$ cat src/rtl/ring_pkg.sv
// Shared definitions for the ring round-robin arbiter: FSM state encoding and
// the one-hot rotate helper used by the priority pointer.
package ring_pkg;

  typedef enum logic {
    ST_IDLE  = 1'b0,
    ST_OWNED = 1'b1
  } ring_state_e;

  localparam int unsigned RING_MAX_N = 16;

  // Rotate the low n bits of v left by one; bit n-1 wraps to bit 0.
  function automatic logic [RING_MAX_N-1:0] rotl_onehot(
    input logic [RING_MAX_N-1:0] v,
    input int unsigned           n
  );
    logic [31:0] w;
    logic [31:0] m;
    w = {16'b0, v};
    m = (32'd1 << n) - 32'd1;
    w = ((w << 1) | (w >> (n - 32'd1))) & m;
    return w[RING_MAX_N-1:0];
  endfunction

endpackage

$ cat src/rtl/ring_ptr.sv
// One-hot priority pointer ring: on en, loads base rotated left by one.
// Resets to bit 0.
module ring_ptr
  import ring_pkg::*;
#(
  parameter int N = 8
) (
  input  logic         clk,
  input  logic         rst_n,
  input  logic         en,
  input  logic [N-1:0] base,
  output logic [N-1:0] ptr
);

  logic [N-1:0]            ptr_d;
  logic [N-1:0]            ptr_q;
  logic [RING_MAX_N-1:0]   rot;

  always_comb begin
    rot   = rotl_onehot(RING_MAX_N'(base), N);
    ptr_d = en ? rot[N-1:0] : ptr_q;
  end

  always_ff @(posedge clk or negedge rst_n) begin
    if (!rst_n) begin
      ptr_q <= {{(N-1){1'b0}}, 1'b1};
    end else begin
      ptr_q <= ptr_d;
    end
  end

  assign ptr = ptr_q;

endmodule

$ cat src/rtl/ring_rr_arbiter.sv
// Round-robin arbiter with a one-hot priority ring, owner hold and forced
// release after HOLD_MAX cycles. One IDLE turnaround cycle separates grants.
module ring_rr_arbiter
  import ring_pkg::*;
#(
  parameter int N        = 8,
  parameter int HOLD_MAX = 15
) (
  input  logic                 clk,
  input  logic                 rst_n,
  input  logic [N-1:0]         req,
  input  logic                 done,
  output logic [N-1:0]         grant,
  output logic                 grant_valid,
  output logic [$clog2(N)-1:0] grant_id,
  output logic                 timeout,
  output logic [N-1:0]         ptr,
  output ring_state_e          state_dbg
);

  localparam int IW = $clog2(N);
  localparam logic [7:0] HOLD_LAST = 8'(HOLD_MAX - 1);

  // Handshake: requester i holds req[i] high until served; the owner ends its
  // tenure with a done pulse (only honoured while grant_valid=1) or by
  // dropping req, otherwise the grant is pulled after HOLD_MAX cycles.
  ring_state_e   state_d, state_q;
  logic [N-1:0]  grant_d, grant_q;
  logic [IW-1:0] grant_id_d, grant_id_q;
  logic          grant_valid_d, grant_valid_q;
  logic          timeout_d, timeout_q;
  logic [7:0]    hold_cnt_d, hold_cnt_q;

  logic [N-1:0]  above;
  logic [N-1:0]  pick;
  logic [N-1:0]  win;
  logic [IW-1:0] win_id;
  logic          owner_req;
  logic          expiry;
  logic          rel;
  logic          ptr_en;

  // Cyclic search: prefer requests at or above the pointer, else wrap to the
  // lowest request overall; isolate the lowest set bit of the chosen set.
  always_comb begin
    above  = req & ~(ptr - N'(1));
    pick   = (above != '0) ? above : req;
    win    = pick & (~pick + N'(1));
    win_id = '0;
    for (int i = 0; i < N; i++) begin
      if (win[i]) win_id = IW'(i);
    end
  end

  always_comb begin
    owner_req     = (req & grant_q) != '0;
    expiry        = hold_cnt_q == HOLD_LAST;
    rel           = done || !owner_req || expiry;
    state_d       = state_q;
    grant_d       = grant_q;
    grant_id_d    = grant_id_q;
    grant_valid_d = grant_valid_q;
    timeout_d     = 1'b0;
    hold_cnt_d    = hold_cnt_q;
    ptr_en        = 1'b0;
    case (state_q)
      ST_IDLE: begin
        if (req != '0) begin
          state_d       = ST_OWNED;
          grant_d       = win;
          grant_id_d    = win_id;
          grant_valid_d = 1'b1;
          hold_cnt_d    = '0;
        end
      end
      ST_OWNED: begin
        if (rel) begin
          state_d       = ST_IDLE;
          grant_d       = '0;
          grant_id_d    = '0;
          grant_valid_d = 1'b0;
          hold_cnt_d    = '0;
          ptr_en        = 1'b1;
          // Only a pure expiry counts as forced; done or a dropped request wins.
          timeout_d     = expiry && !done && owner_req;
        end else begin
          hold_cnt_d = hold_cnt_q + 8'd1;
        end
      end
      default: state_d = ST_IDLE;
    endcase
  end

  always_ff @(posedge clk or negedge rst_n) begin
    if (!rst_n) begin
      state_q       <= ST_IDLE;
      grant_q       <= '0;
      grant_id_q    <= '0;
      grant_valid_q <= 1'b0;
      timeout_q     <= 1'b0;
      hold_cnt_q    <= '0;
    end else begin
      state_q       <= state_d;
      grant_q       <= grant_d;
      grant_id_q    <= grant_id_d;
      grant_valid_q <= grant_valid_d;
      timeout_q     <= timeout_d;
      hold_cnt_q    <= hold_cnt_d;
    end
  end

  ring_ptr #(.N(N)) u_ring_ptr (
    .clk   (clk),
    .rst_n (rst_n),
    .en    (ptr_en),
    .base  (grant_q),
    .ptr   (ptr)
  );

  assign grant       = grant_q;
  assign grant_id    = grant_id_q;
  assign grant_valid = grant_valid_q;
  assign timeout     = timeout_q;
  assign state_dbg   = state_q;

endmodule

$ cat config.mk
export PLATFORM = sky130hd
export DESIGN_NAME = ring_rr_arbiter
export DESIGN_NICKNAME = d
export VERILOG_FILES = /design/src/rtl/ring_pkg.sv /design/src/rtl/ring_ptr.sv /design/src/rtl/ring_rr_arbiter.sv
export SDC_FILE = /design/constraint.sdc
export NUM_CORES = 1
export LEC_CHECK = 0
export BUFFER_PORTS_ARGS = -buffer_cell sky130_fd_sc_hd__buf_4
export CORE_ASPECT_RATIO = 0.8
export CORE_MARGIN = 3
export CORE_UTILIZATION = 30
export CTS_BUF_LIST = sky130_fd_sc_hd__clkbuf_4
export DETAILED_ROUTE_END_ITERATION = 8
export PLACE_DENSITY = 0.53
export SETUP_SLACK_MARGIN = 0.3
export SLEW_MARGIN = 20
export SYNTH_ARGS = -nofsm -noshare
export SYNTH_HDL_FRONTEND = slang
export SYNTH_SLANG_ARGS = --single-unit
$ cat constraint.sdc
create_clock -name clk -period 2.5 [get_ports clk]
set_input_delay 0.5 -clock clk [delete_from_list [all_inputs] [get_ports clk]]
set_output_delay 0.5 -clock clk [all_outputs]
set_load 0.005 [all_outputs]
==> results.md <==
- CP max-delay cell: or4_4
- CP most frequent cell: buf_4
- DIE WIDTH: 91.0 um
- VDD IR max: 0.000700 V
- HPWL Detailed: 3800 um
- Hold Path Class: primary input to async pin
- Max FO, Critical Path: 8
- Initial Utilization: 0.314
- Hold_ws: 0.0947 ns
- Die area: 0.00674 sq mm
- Largest net degree at the start of global routing: 31
- Synth Instances: 184
- Reg2reg path depth: 9
- Share of cells above drive strength 1: 0.378
- GRT overflow: 0
- Slew @ Worst Pin: 0.542 ns
- Post-Synthesis Net Count: 198
- Non-Filler Instances: 324
- Netlist cell types: 45
- # clock sinks: 30
- Required time worst endpoint: 2.75 ns
- Asr flop ratio synth: 1.00
- Crit end category: flop
- Inst Count DP: 313
- 1st-iter DRT viols: 161
- TritonCTS Buffers: 5
- Area grow syn2layout: 38.3%
- Die height: 74.0 um
- Rows: 24
- Core area: 0.00553 sq mm
- Yosys reg bits: 30
- Worst-path clk slew: 0.09 ns
- Leak: 1.09 nW
- Router iterations before antenna repair: 4
- Dpl cell area: 0.00223 sq mm
- Status: complete, no violations
- Initial antenna violation count: 0
- Fin nets: 261
- Dominant synthesized flop cell: dfrtp_1
- Mapped Avg Cell Area: 9.43 sq um
- Crit Path Category: flop to flop
- Top-area cell type share of the netlist area: 0.418
- Clk buf depth: 2
- Clock Skews: 0.00900 ns
- Final worst-path cycle share: 0.992
- Htree depth: 2
- Antenna-violating nets left: 0
- Final setup viols: 0
- Fin. Hold Viols: 0
- Worst path max stage delay: 0.56 ns
- DRC Markers: 0
- Vias per cell: 5.18
- Avg WL per Cell: 16.3 um
- Vias: 1,679
- Pwr/cell area: 1590 mW/mm^2
- Unrepaired setup endpoints after global routing: yes
- Vias in the first global route: 1,621
- Gr usage total: 0.163
- Relative slew margins: 0.635
- Most frequent cells in the layout: buf_4 (61), dfrtp_1 (29), nand2_1 (22)
- Area contributors post-synth: dfrtp_1 (42%), o21ai_0 (5.2%), mux2_2 (5.2%)
- # port buffers: 32
- GP Congestion: 0.870
- Synth warnings: 0
- Post-synthesis sequential area ratio: 0.433
- Fillcell total: 570
- Hold buffer count at CTS: 0
- Commonest non-fill, non-tap cell in the layout: buf_4
- Max cap viols: 0
- Crit-path cells: buf_4 -> or4_4 -> a32oi_2 -> o31a_1 -> and3_4 -> buf_4 -> mux2i_1 -> nand3_1 -> o21ai_1
- Global-route wire length before repair: 8510 um
- Routed wire length: 5290 um
- Final Instance Area: 0.00240 sq mm
- Type of origin of the critical path: flop
- CP arrival: 2.73 ns
- Largest area contributor in the netlist: dfrtp_1
- N_diodes: 0
- Post-layout minimum cycle time: 2.48 ns
- Peak Freq: 403 MHz
- Root Driver: clkbuf_4
- Top-Level Pins: 33
- Mapped cell area: 0.00174 sq mm
- Worst-Skew Late Latency: 0.32 ns
- Final number of max-transition violations: 0
- Post-synth EDFFs: 0
- CTS tree: done
-- through the flow --
step           total power, mW  utilization  setup slack [ns]  setup TNS, ns
3_5_place_dp              3.13        0.403            -0.120         -0.454
6_report                  3.81        0.434            0.0188              0
5_1_grt                   4.15        0.434            -0.119         -0.634
2_1_floorplan             2.16            -            0.0152              0
3_3_place_gp              3.12        0.403           -0.0634         -0.168
4_1_cts                   3.68        0.428            0.0173              0
-- what timing repair did --
action | CTS | global route
endpoints found under the setup margin | 18 | 21
hold endpoints to repair | 0 | 0
resized for setup | 12 | 5
pin swaps | 9 | 10
buffers inserted | 5 | 0
-- synthesized netlist by cell type, types with 4 or more instances --
library cell	instances
a22oi_1	4
and3_1	4
clkbuf_1	4
dfrtp_1	29
inv_1	7
mux2_2	8
nand2_1	23
nand3_1	7
nand4_1	6
nor2_1	10
o21ai_0	18
o21ai_1	5
o31ai_1	6
-- path summary, 6_finish.rpt --
| path | end | startpoint | slack, ns |
|---|---|---|---|
| max | grant[3] | u_ring_ptr.ptr[1] | 0.02 |
| min | hold_cnt_q[5] | rst_n | 0.09 |
| max reg2reg | grant[3] | u_ring_ptr.ptr[1] | 0.02 |
| min reg2reg | grant_id[2] | grant_id[2] | 0.49 |
| max in group asynchronous | u_ring_ptr.ptr[0] | rst_n | 2.08 |
| min in group clk | grant_id[2] | grant_id[2] | 0.49 |
-- power breakdown --
group | total, mW | internal, mW | switching, mW
Sequential | 0.757 | 0.608 | 0.149
Clock | 0.253 | 0.0959 | 0.157
Combinational | 2.80 | 1.46 | 1.34
-- logic make-up (layout without fill, tap and decap cells) --
| family | after synthesis | after routing | share of synthesized area |
|---|---|---|---|
| muxes | 10 | 10 | 0.0634 |
| buffers and inverters | 12 | 74 | 0.0303 |
| xor gates and xnor gates | 1 | 1 | 0.00505 |
| AOI/OAI and AO/OA | 55 | 55 | 0.221 |
| adders and majority gates | 3 | 3 | 0.0216 |
| DFF | 30 | 30 | 0.433 |
| and+or+nand+nor | 73 | 73 | 0.226 |
-- layout make-up --
type | instances | area, sq um | share of cell area
Clock buffer | 5 | 37.5 | 0.0156
Clock inverter | 1 | 3.75 | 0.00156
Inverter | 7 | 26.3 | 0.0109
Multi-Input combinational cell | 142 | 1020 | 0.427
Sequential cell | 30 | 752 | 0.313
Tap cell | 78 | 97.6 | 0.0407
Timing Repair Buffer | 61 | 458 | 0.191
-- metal layers --
layer  vias to the layer above  global-route usage  wire length, um
met5                         -                   0                0
li1                        826                   -                -
met1                       799               0.238             2630
met2                        52               0.235             2270
met4                         0              0.0401               17
met3                         2              0.0485              370
-- sequential cells by signal, indices dropped and copies added, names as in the netlist --
name and flops:
u_ring_ptr.ptr 8, timeout 1, grant 8, grant_id 3
hold_cnt_q 8, state_dbg 1, grant_valid 1
-- worst max-delay path, delay by kind of cell, from the launching register on --
kind | cells | cell delay (ns)
multiplexers | 1 | 0.16
AO/OA/AOI/OAI | 3 | 0.63
AND/OR/NAND/NOR | 3 | 0.96
flip-flops | 1 | 0.39
buffers and inverters | 2 | 0.27
Power figures use the tool's default switching activity.
